File: src/rtl/y86_alu_pkg.sv
// Shared Y86 ALU definitions: word width, serial-subtractor state encoding and
// the condition-code flag bundle used by the ALU condition-code register.
package y86_alu_pkg;

    localparam int unsigned WORD_W = 64;

    typedef enum logic [1:0] {
        StIdle,
        StRun,
        StDone
    } sub_state_t;

    typedef struct packed {
        logic zf;
        logic sf;
        logic of;
    } cc_t;

endpackage

File: src/rtl/full_subtractor.sv
// One-bit full subtractor cell: d = a - b - bin, with borrow out.
module full_subtractor (
    input  logic a_i,
    input  logic b_i,
    input  logic bin_i,
    output logic d_o,
    output logic bout_o
);

    always_comb begin
        d_o    = a_i ^ b_i ^ bin_i;
        bout_o = (~a_i & b_i) | (~(a_i ^ b_i) & bin_i);
    end

endmodule

File: src/rtl/serial_subtractor.sv
// Bit-serial a - b, LSB first, through a single full-subtractor cell, producing
// the difference, unsigned borrow and ZF/SF/OF behind a start/done handshake.
module serial_subtractor
    import y86_alu_pkg::*;
#(
    parameter int unsigned WIDTH = WORD_W
) (
    input  logic             clk_i,
    input  logic             rst_i,
    input  logic             start_i,
    input  logic [WIDTH-1:0] a_i,
    input  logic [WIDTH-1:0] b_i,
    output logic             busy_o,
    output logic             done_o,
    output logic [WIDTH-1:0] diff_o,
    output logic             borrow_o,
    output logic             zf_o,
    output logic             sf_o,
    output logic             of_o
);

    localparam int unsigned CntW = (WIDTH > 1) ? $clog2(WIDTH) : 1;
    localparam logic [CntW-1:0] CntLast = CntW'(WIDTH - 1);

    sub_state_t       state_q, state_d;
    logic [CntW-1:0]  cnt_q, cnt_d;
    logic [WIDTH-1:0] a_sh_q, a_sh_d;
    logic [WIDTH-1:0] b_sh_q, b_sh_d;
    logic [WIDTH-1:0] res_q, res_d;
    logic             bw_q, bw_d;
    logic             a_msb_q, a_msb_d;
    logic             b_msb_q, b_msb_d;
    logic [WIDTH-1:0] diff_q, diff_d;
    logic             borrow_q, borrow_d;
    cc_t              cc_q, cc_d;

    logic             cell_d;
    logic             cell_bout;
    logic [WIDTH-1:0] res_shift;
    logic             accept;

    full_subtractor u_cell (
        .a_i    (a_sh_q[0]),
        .b_i    (b_sh_q[0]),
        .bin_i  (bw_q),
        .d_o    (cell_d),
        .bout_o (cell_bout)
    );

    // New result bit enters at the MSB so the word is aligned after WIDTH shifts.
    assign res_shift = {cell_d, res_q[WIDTH-1:1]};
    // Start is honoured in IDLE and in DONE (back-to-back), never during RUN.
    assign accept    = start_i && (state_q != StRun);

    always_comb begin
        state_d  = state_q;
        cnt_d    = cnt_q;
        a_sh_d   = a_sh_q;
        b_sh_d   = b_sh_q;
        res_d    = res_q;
        bw_d     = bw_q;
        a_msb_d  = a_msb_q;
        b_msb_d  = b_msb_q;
        diff_d   = diff_q;
        borrow_d = borrow_q;
        cc_d     = cc_q;

        unique case (state_q)
            StIdle: ;
            StRun: begin
                res_d  = res_shift;
                a_sh_d = a_sh_q >> 1;
                b_sh_d = b_sh_q >> 1;
                bw_d   = cell_bout;
                cnt_d  = cnt_q + CntW'(1);
                if (cnt_q == CntLast) begin
                    state_d  = StDone;
                    cnt_d    = '0;
                    diff_d   = res_shift;
                    borrow_d = cell_bout;
                    cc_d.zf  = (res_shift == '0);
                    cc_d.sf  = cell_d;
                    cc_d.of  = (a_msb_q != b_msb_q) && (cell_d != a_msb_q);
                end
            end
            StDone:  state_d = StIdle;
            default: state_d = StIdle;
        endcase

        if (accept) begin
            state_d = StRun;
            cnt_d   = '0;
            bw_d    = 1'b0;
            a_sh_d  = a_i;
            b_sh_d  = b_i;
            a_msb_d = a_i[WIDTH-1];
            b_msb_d = b_i[WIDTH-1];
        end
    end

    always_ff @(posedge clk_i) begin
        if (rst_i) begin
            state_q  <= StIdle;
            cnt_q    <= '0;
            a_sh_q   <= '0;
            b_sh_q   <= '0;
            res_q    <= '0;
            bw_q     <= 1'b0;
            a_msb_q  <= 1'b0;
            b_msb_q  <= 1'b0;
            diff_q   <= '0;
            borrow_q <= 1'b0;
            cc_q     <= '0;
        end else begin
            state_q  <= state_d;
            cnt_q    <= cnt_d;
            a_sh_q   <= a_sh_d;
            b_sh_q   <= b_sh_d;
            res_q    <= res_d;
            bw_q     <= bw_d;
            a_msb_q  <= a_msb_d;
            b_msb_q  <= b_msb_d;
            diff_q   <= diff_d;
            borrow_q <= borrow_d;
            cc_q     <= cc_d;
        end
    end

    assign busy_o   = (state_q == StRun);
    assign done_o   = (state_q == StDone);
    assign diff_o   = diff_q;
    assign borrow_o = borrow_q;
    assign zf_o     = cc_q.zf;
    assign sf_o     = cc_q.sf;
    assign of_o     = cc_q.of;

endmodule

File: config.mk
export PLATFORM = sky130hd
export DESIGN_NAME = serial_subtractor
export DESIGN_NICKNAME = d
export VERILOG_FILES = /design/src/rtl/y86_alu_pkg.sv /design/src/rtl/full_subtractor.sv /design/src/rtl/serial_subtractor.sv
export SDC_FILE = /design/constraint.sdc
export NUM_CORES = 1
export LEC_CHECK = 0
export CORE_MARGIN = 8
export CORE_UTILIZATION = 34
export DETAILED_ROUTE_END_ITERATION = 10
export HOLD_SLACK_MARGIN = 0.02
export PLACE_DENSITY = 0.63
export RECOVER_POWER = 100
export SYNTH_ARGS = -nofsm -noshare
export SYNTH_HDL_FRONTEND = slang
export SYNTH_HIERARCHICAL = 1
export SYNTH_SLANG_ARGS = --single-unit
File: constraint.sdc
create_clock -name clk_i -period 1.8 [get_ports clk_i]
set_input_delay 0.18 -clock clk_i [delete_from_list [all_inputs] [get_ports clk_i]]
set_output_delay 0.18 -clock clk_i [all_outputs]
set_load 0.05 [all_outputs]
==> results of run 1 <==
metrics by stage:
step / instance area, sq um / hold WS (ns) / util / setup WS, ns
6_report: 14060 / 0.09796 / 0.4501 / 0.06052
5_1_grt: 14060 / 0.1006 / 0.4501 / -0.01780
4_1_cts: 14110 / 0.07349 / 0.4518 / -0.07653
3_5_place_dp: 13060 / 0.4465 / 0.4181 / 0.03142
3_3_place_gp: 13060 / 0.4432 / 0.4181 / 0.09868
2_1_floorplan: 10650 / 0.3275 / - / 0.1465
path summary, 6_finish.rpt:
path,to,cells after the start,slack (ns)
setup / recovery,zf_o,6,0.06
hold / removal,res_q[62],2,0.1
setup reg to reg,zf_o,6,0.06
hold reg to reg,diff_o[57],2,0.45
sequential cells by signal (all words and copies together) (netlist names):
| register | count |
|---|---|
| a_sh_q | 64 |
| b_sh_q | 64 |
| diff_o | 64 |
| res_q | 63 |
| cnt_q | 6 |
| state_q | 2 |
| a_msb_q | 1 |
| b_msb_q | 1 |
| borrow_o | 1 |
| bw_q | 1 |
| of_o | 1 |
| zf_o | 1 |
cells by family (layout without fill, tap and decap cells):
| logic type | count (synthesis) | after routing | share of synthesized area |
|---|---|---|---|
| compound gates | 271 | 271 | 0.1582 |
| other cells | 0 | 1 | 0 |
| fa+ha+maj | 2 | 2 | 0.003054 |
| simple gates | 439 | 439 | 0.1641 |
| mux | 129 | 129 | 0.1212 |
| flops | 269 | 269 | 0.5056 |
| buf+inv | 108 | 289 | 0.04781 |
cell type report:
cell class	count	share of cell area
Sequential cell	269	0.3832
Multi-Input combinational cell	841	0.3401
Timing Repair Buffer	231	0.1641
Clock buffer	39	0.05928
Tap cell	402	0.03578
Clock inverter	15	0.01513
Inverter	4	0.002225
Antenna cell	1	0.0001780
power groups by stage:
stage	clock (mW)	sequential [mW]	combinational, mW
floorplan	0	6.44	0.789
global placement	0	6.47	1.26
detailed placement	0	6.48	1.28
CTS	6.57	6.35	1.33
global route	6.80	6.38	1.42
finish	6.42	6.35	1.28
timing repair:
item                                   in CTS  in global routing
gates cloned                                2                  0
gates resized for setup                    71                  8
setup endpoints to repair                  66                 64
endpoints found under the hold margin       0                  0
setup buffers                               0                  0
placed cells by master (no fill, tap or decap), types with 2 or more instances in the layout:
| cell | netlist | layout |
|---|---|---|
| buf_12 | 0 | 11 |
| nor4_1 | 18 | 17 |
| inv_1 | 3 | 3 |
| mux2i_1 | 129 | 129 |
| buf_6 | 4 | 4 |
| a21oi_1 | 137 | 137 |
| clkbuf_8 | 0 | 8 |
| clkbuf_16 | 0 | 29 |
| clkinvlp_4 | 0 | 2 |
| buf_4 | 8 | 14 |
| o21ai_0 | 3 | 3 |
| nand3_1 | 5 | 5 |
| clkbuf_1 | 52 | 3 |
| dfxtp_1 | 269 | 268 |
| clkinv_2 | 0 | 6 |
| nand3b_1 | 3 | 3 |
| a211oi_1 | 127 | 127 |
| clkdlybuf4s50_1 | 0 | 128 |
| clkbuf_2 | 0 | 6 |
| nand4_1 | 4 | 4 |
| o211ai_1 | 2 | 2 |
| nand2_1 | 262 | 262 |
| nor2_1 | 135 | 135 |
| nor3_1 | 5 | 5 |
| bufinv_16 | 0 | 5 |
| dlygate4sd2_1 | 0 | 65 |
per-layer routing:
metal,vias up,share of wire,wire (um)
li1,4543,-,-
met3,61,0.074,2037
met5,-,0.0023,63
met1,4103,0.45,12490
met4,10,0.026,720
met2,213,0.44,12180
==> impl_results.md, run 1 <==
* Tmin final at around 1.7 ns
* Required @ worst endpoint at 2.29 ns
* Int Pwr at 10.82 mW
* Most common cell in the netlist: dfxtp_1
* Ys async rst share at 0
* CP max-delay cell: fa_1
* Sw Ratio at 0.2299
* Dpl hpwl at between 15 and 20 mm
* Number of flops mapped to enable cells by yosys at 0
* Net Count, Synth at 1351
* Slew HR at 0.5964
* Pleak at approximately 5.6 nW
* Maximum vdd drop at slightly below 0.6 mV
* Critical path origin: b_sh_q[0]
* Setup Viol. Count Final at 0
* Multi-input logic area at 4781 sq um
* Setup_tns at 0 ns
* PD cells at about 1000 nW/um^2
* Die footprint at 37250 sq um
* Cell row count at 65
* Clk pin slew, worst setup/hold paths at roughly 0.060 ns
* Fraction of layout cells with a size suffix above 1 at 0.06934
* Critical path, cell by cell: inv_1 -> fa_1 -> nor4_1 -> nand4_1 -> nor4_2 -> a22o_1
* Outcome: finished clean
* Average wire per standard cell at 15.26 um
* Cells after Synth at between 1k and 1.5k
* Die width at ~190 um
* GRT busiest layer: met2
* Drt initial violations at 501
* Average size of a mapped cell at between 8 and 9 sq um
* Max Freq at about 570 MHz
* Clk root buf: clkbuf_16
* Drt via density at 4.956
* Comb power frac at 0.091
* Crit path DAT at 2.23 ns
* Num CTS Buffers at 29
* Top cells by area, synth: dfxtp_1 (51%), mux2i_1 (12%), nand2_1 (9.2%)
* Routing usage on met3 at 0.04496
* Buffers added on ports at 200
* Syn. warnings at 6
* Setup Skew at 0.007705 ns
* CP startpoint kind: flop
* Initial antenna violation count at 6
* Hold Vio Cnt, Final at 0
* Final cell count without fillers at about 1.8k
* Sequential cell area at between 5000 and 6000 sq um
* Max Fanout on Critical Path at 2
* Crit Path Class: flop to flop
* Post-synth top area share at 0.5056
* First-pass detailed-route iteration total at 6
* GR Overflow Total at 0
* Nets at between 1.5k and 2k
* Crit path buffers/inverters at 1
* CTS tree: done
* Unique masters post-synth at 30
* CP max stage delay at about 0.48 ns
* Initial core utilization at 0.3411
* Via Count at approximately 8.9k
* Total power at between 10 and 15 mW
* CTS Sinks at 269
* I/O Pins at ~200
* Register bit count reported by yosys at approximately 270
* Largest net degree at the start of global routing at 94
* Die Y-Extent at between 150 and 200 um
* Final GP Congestion at 0.7467
* Slew Limit Fails at 0
* Class of the worst hold path: input port to flop
* Met1 Track Usage GR at 0.1816
* Synth area leader: dfxtp_1
* Placed cells at 1746
* Sequential fraction of design power at 0.452
* Antenna-violating nets left at 0
* Core footprint at 31230 sq um
* Reg2reg start: b_sh_q[0]
* H-tree levels at 1
* Sw Pwr at roughly 3.2 mW
* Number of hold buffers added after cts at 0
* RSZ-0062 raised after global routing: yes
* Post-synthesis sequential area ratio at 0.5056
* Residual DRC at 0
* Longest Clk Path Bufs at 3
* Max Cap Violations at 0
* Top post-synthesis cells by count: dfxtp_1 (269), nand2_1 (262), a21oi_1 (137)
* Period utilisation layout at 0.9664
* Total GRT Usage at 0.1435
* Worst-Margin Slew at between 0.6 and 0.7 ns
* Synth-to-layout area growth at 31.97%
* Fillers at 3096
* First-pass GRT wire length at 44.33 mm
* Endpoint type of the worst setup path: flop
* M2 GR Usage at 0.2320
* Clock group share of total power at 0.457
* Clock latency on the worst-skew pair at around 0.54 ns
* Total wire length at between 20 and 30 mm
* Synthesized area at roughly 11000 sq um
* Hold_sp: rst_i
* Vias in the first global route at 8800
* CP delay by family, top: simple AND/OR/NAND/NOR gates
* Post-synth top flop: dfxtp_1
(Power assumes the default switching activity.)
==> run 2, diff against run 1 <==
--- a/config.mk
+++ b/config.mk
@@ -5,12 +5,14 @@
 export SDC_FILE = /design/constraint.sdc
 export NUM_CORES = 1
 export LEC_CHECK = 0
+export CORE_ASPECT_RATIO = 1.75
 export CORE_MARGIN = 8
 export CORE_UTILIZATION = 34
 export DETAILED_ROUTE_END_ITERATION = 10
 export HOLD_SLACK_MARGIN = 0.02
 export PLACE_DENSITY = 0.63
 export RECOVER_POWER = 100
+export SLEW_MARGIN = 20
 export SYNTH_ARGS = -nofsm -noshare
 export SYNTH_HDL_FRONTEND = slang
 export SYNTH_HIERARCHICAL = 1
==> run 2 against run 1 <==
Clock skew rose by 0.0097 ns; power decreased by 7.1%; final cell count shrank 0.50%; wire length is 0.47% higher; final area is 2.3% lower; non-clock buffer count up 4; global-route usage increased by 0.11 points; via count shrank 1.1%; register-to-register slack better by 0.05 ns; maximum frequency up 2.0%.
==> impl_results.md, run 2 (same netlist as run 1, synthesis figures left out) <==
* Dpl hpwl at 19.45 mm (+6.3%)
* Setup_tns at 0 ns (unchanged)
* Final GP Congestion at 0.7625 (+2.1%)
* CTS Sinks at 269 (unchanged)
* Endpoint type of the worst setup path: output port
* H-tree levels at 1 (unchanged)
* Final Worst Setup Slack at 0.09425 ns (+0.03373 ns)
* PD cells at 951.3 nW/um^2 (-4.9%)
* Crit path DAT at 1.53 ns (-0.70 ns)
* Total GRT Usage at 0.1446 (+0.001115)
* Commonest non-fill, non-tap cell in the layout: dfxtp_1
* GR Overflow Total at 0 (unchanged)
* Slew Limit Fails at 0 (unchanged)
* CTS tree: done
* Initial core utilization at 0.3413 (about the same)
* Worst-Margin Slew at 0.6880 ns (+0.08262 ns)
* Longest Clk Path Bufs at 3 (unchanged)
* Crit path buffers/inverters at 3 (+2)
* Worst R2R Setup Slack at 0.11 ns (+0.05 ns)
* Die footprint at 37470 sq um (+0.60%)
* Pleak at 5.310 nW (-5.4%)
* Antenna-violating nets left at 0 (unchanged)
* Max Cap Violations at 0 (unchanged)
* Setup Skew at 0.01736 ns (+0.009651 ns)
* Num CTS Buffers at 26 (-10%)
* Drt via density at 4.927 (-0.57%)
* Synth-to-layout area growth at 28.92%
* Via Count at 8835 (-1.1%)
* CP delay by family, top: buffers and inverters
* Cell row count at 86 (+32%)
* Max Freq at 586.3 MHz (+2.0%)
* Critical path, cell by cell: nand2b_4 -> inv_6 -> buf_12 -> buf_6
* I/O Pins at 201 (unchanged)
* Class of the worst hold path: input port to flop
* Slew HR at 0.5433 (-0.05312)
* Die Y-Extent at 250.1 um (+30%)
* Largest net degree at the start of global routing at 70 (-26%)
* First-pass detailed-route iteration total at 4 (-2)
* Buffers added on ports at 200 (unchanged)
* Dpl ws at 0.09767 ns (+0.06625 ns)
* Tmin final at 1.706 ns (-0.03373 ns)
* Outcome: finished clean
* Hold Vio Cnt, Final at 0 (unchanged)
* Residual DRC at 0 (unchanged)
* Most frequent cells in the layout: dfxtp_1 (268), nand2_1 (262), a21oi_1 (137)
* Nets at 1510 (+0.066%)
* CP startpoint kind: flop
* Routing usage on met3 at 0.03144 (-0.01352)
* GRT busiest layer: met2
* Required @ worst endpoint at 1.62 ns (-0.67 ns)
* CP max stage delay at 0.31 ns (-0.17 ns)
* Number of hold buffers added after cts at 0 (unchanged)
* Fraction of layout cells with a size suffix above 1 at 0.06304 (-0.006298)
* Clock latency on the worst-skew pair at 0.53 ns (about the same)
* Maximum vdd drop at 0.6775 mV (+15%)
* Clk pin slew, worst setup/hold paths at 0.07 ns (about the same)
* Fillers at 3133 (+1.2%)
* Initial antenna violation count at 2 (-4)
* M2 GR Usage at 0.2661 (+0.03411)
* Average wire per standard cell at 15.41 um (+0.97%)
* Max Fanout on Critical Path at 24 (+22)
* Total wire length at 27.63 mm (+0.47%)
* CP max-delay cell: dfxtp_1
* Drt initial violations at 304 (-39%)
* Period utilisation layout at 0.9476 (-0.01874)
* Vias in the first global route at 8903 (+1.2%)
* Total power at 13.06 mW (-7.1%)
* Clk root buf: clkbuf_16
* Met1 Track Usage GR at 0.1592 (-0.02243)
* RSZ-0062 raised after global routing: no
* Setup Viol. Count Final at 0 (unchanged)
* Core footprint at 31200 sq um (about the same)
* Die width at 149.8 um (-22%)
* First-pass GRT wire length at 45.17 mm (+1.9%)
* Crit Path Class: flop to output port
run 2: cell types whose count changed in the layout (fill, tap and decap cells not counted), sizes merged:
cell,delta
clkinvlp,+1
buf,+3
bufinv,-4
dlygate4sd2,-28
clkbuf,+30
clkinv,-5
run 2: power by group:
group          total (mW)  switching (mW)  leakage, nW  internal (mW)
sequential           6.35           0.136         2.20           6.21
clock                5.43            2.32        0.405           3.12
combinational        1.28           0.631         2.71          0.652
run 2: cell type report:
class	instances	area, sq um	share of cell area
Clock buffer	40	774.5	0.05640
Tap cell	396	495.5	0.03608
Multi-Input combinational cell	841	4787	0.3486
Inverter	4	20.02	0.001458
Sequential cell	269	5386	0.3923
Antenna cell	1	2.502	0.0001822
Clock inverter	7	75.07	0.005467
Timing Repair Buffer	235	2191	0.1595
run 2: tightest hold or removal path, stage by stage:
cell     delay, ns
buf_6         0.20
mux2i_1       0.18
nor3_1        0.05
run 2: metrics by stage:
step | utilization | hold slack [ns] | cells | area (sq um)
2_1_floorplan | - | 0.3275 | 1218 | 10650
3_3_place_gp | 0.4184 | 0.4436 | 1745 | 13060
3_5_place_dp | 0.4184 | 0.4476 | 1745 | 13060
4_1_cts | 0.4445 | 0.1226 | 1792 | 13870
5_1_grt | 0.4401 | 0.1273 | 1793 | 13730
6_report | 0.4401 | 0.1481 | 1793 | 13730
run 2: final timing paths:
path              cells after the start       start    endpoint
setup / recovery                      4  state_q[1]      busy_o
hold / removal                        3     start_i  a_sh_q[63]
setup reg to reg                      6    cnt_q[1]        zf_o
hold reg to reg                       2  diff_o[37]  diff_o[37]
run 2: per-layer routing:
layer / routed length [um] / up-vias / share of wire
li1: - / 4534 / -
met1: 10870 / 4100 / 0.39
met2: 14650 / 166 / 0.53
met3: 1494 / 33 / 0.054
met4: 602 / 2 / 0.022
met5: 13 / - / 0.00047
run 2: timing repair:
item	CTS	global route
gates cloned	0	0
pin swaps	0	1
setup endpoints to repair	38	8
buffers inserted	0	0
gates resized for setup	41	5
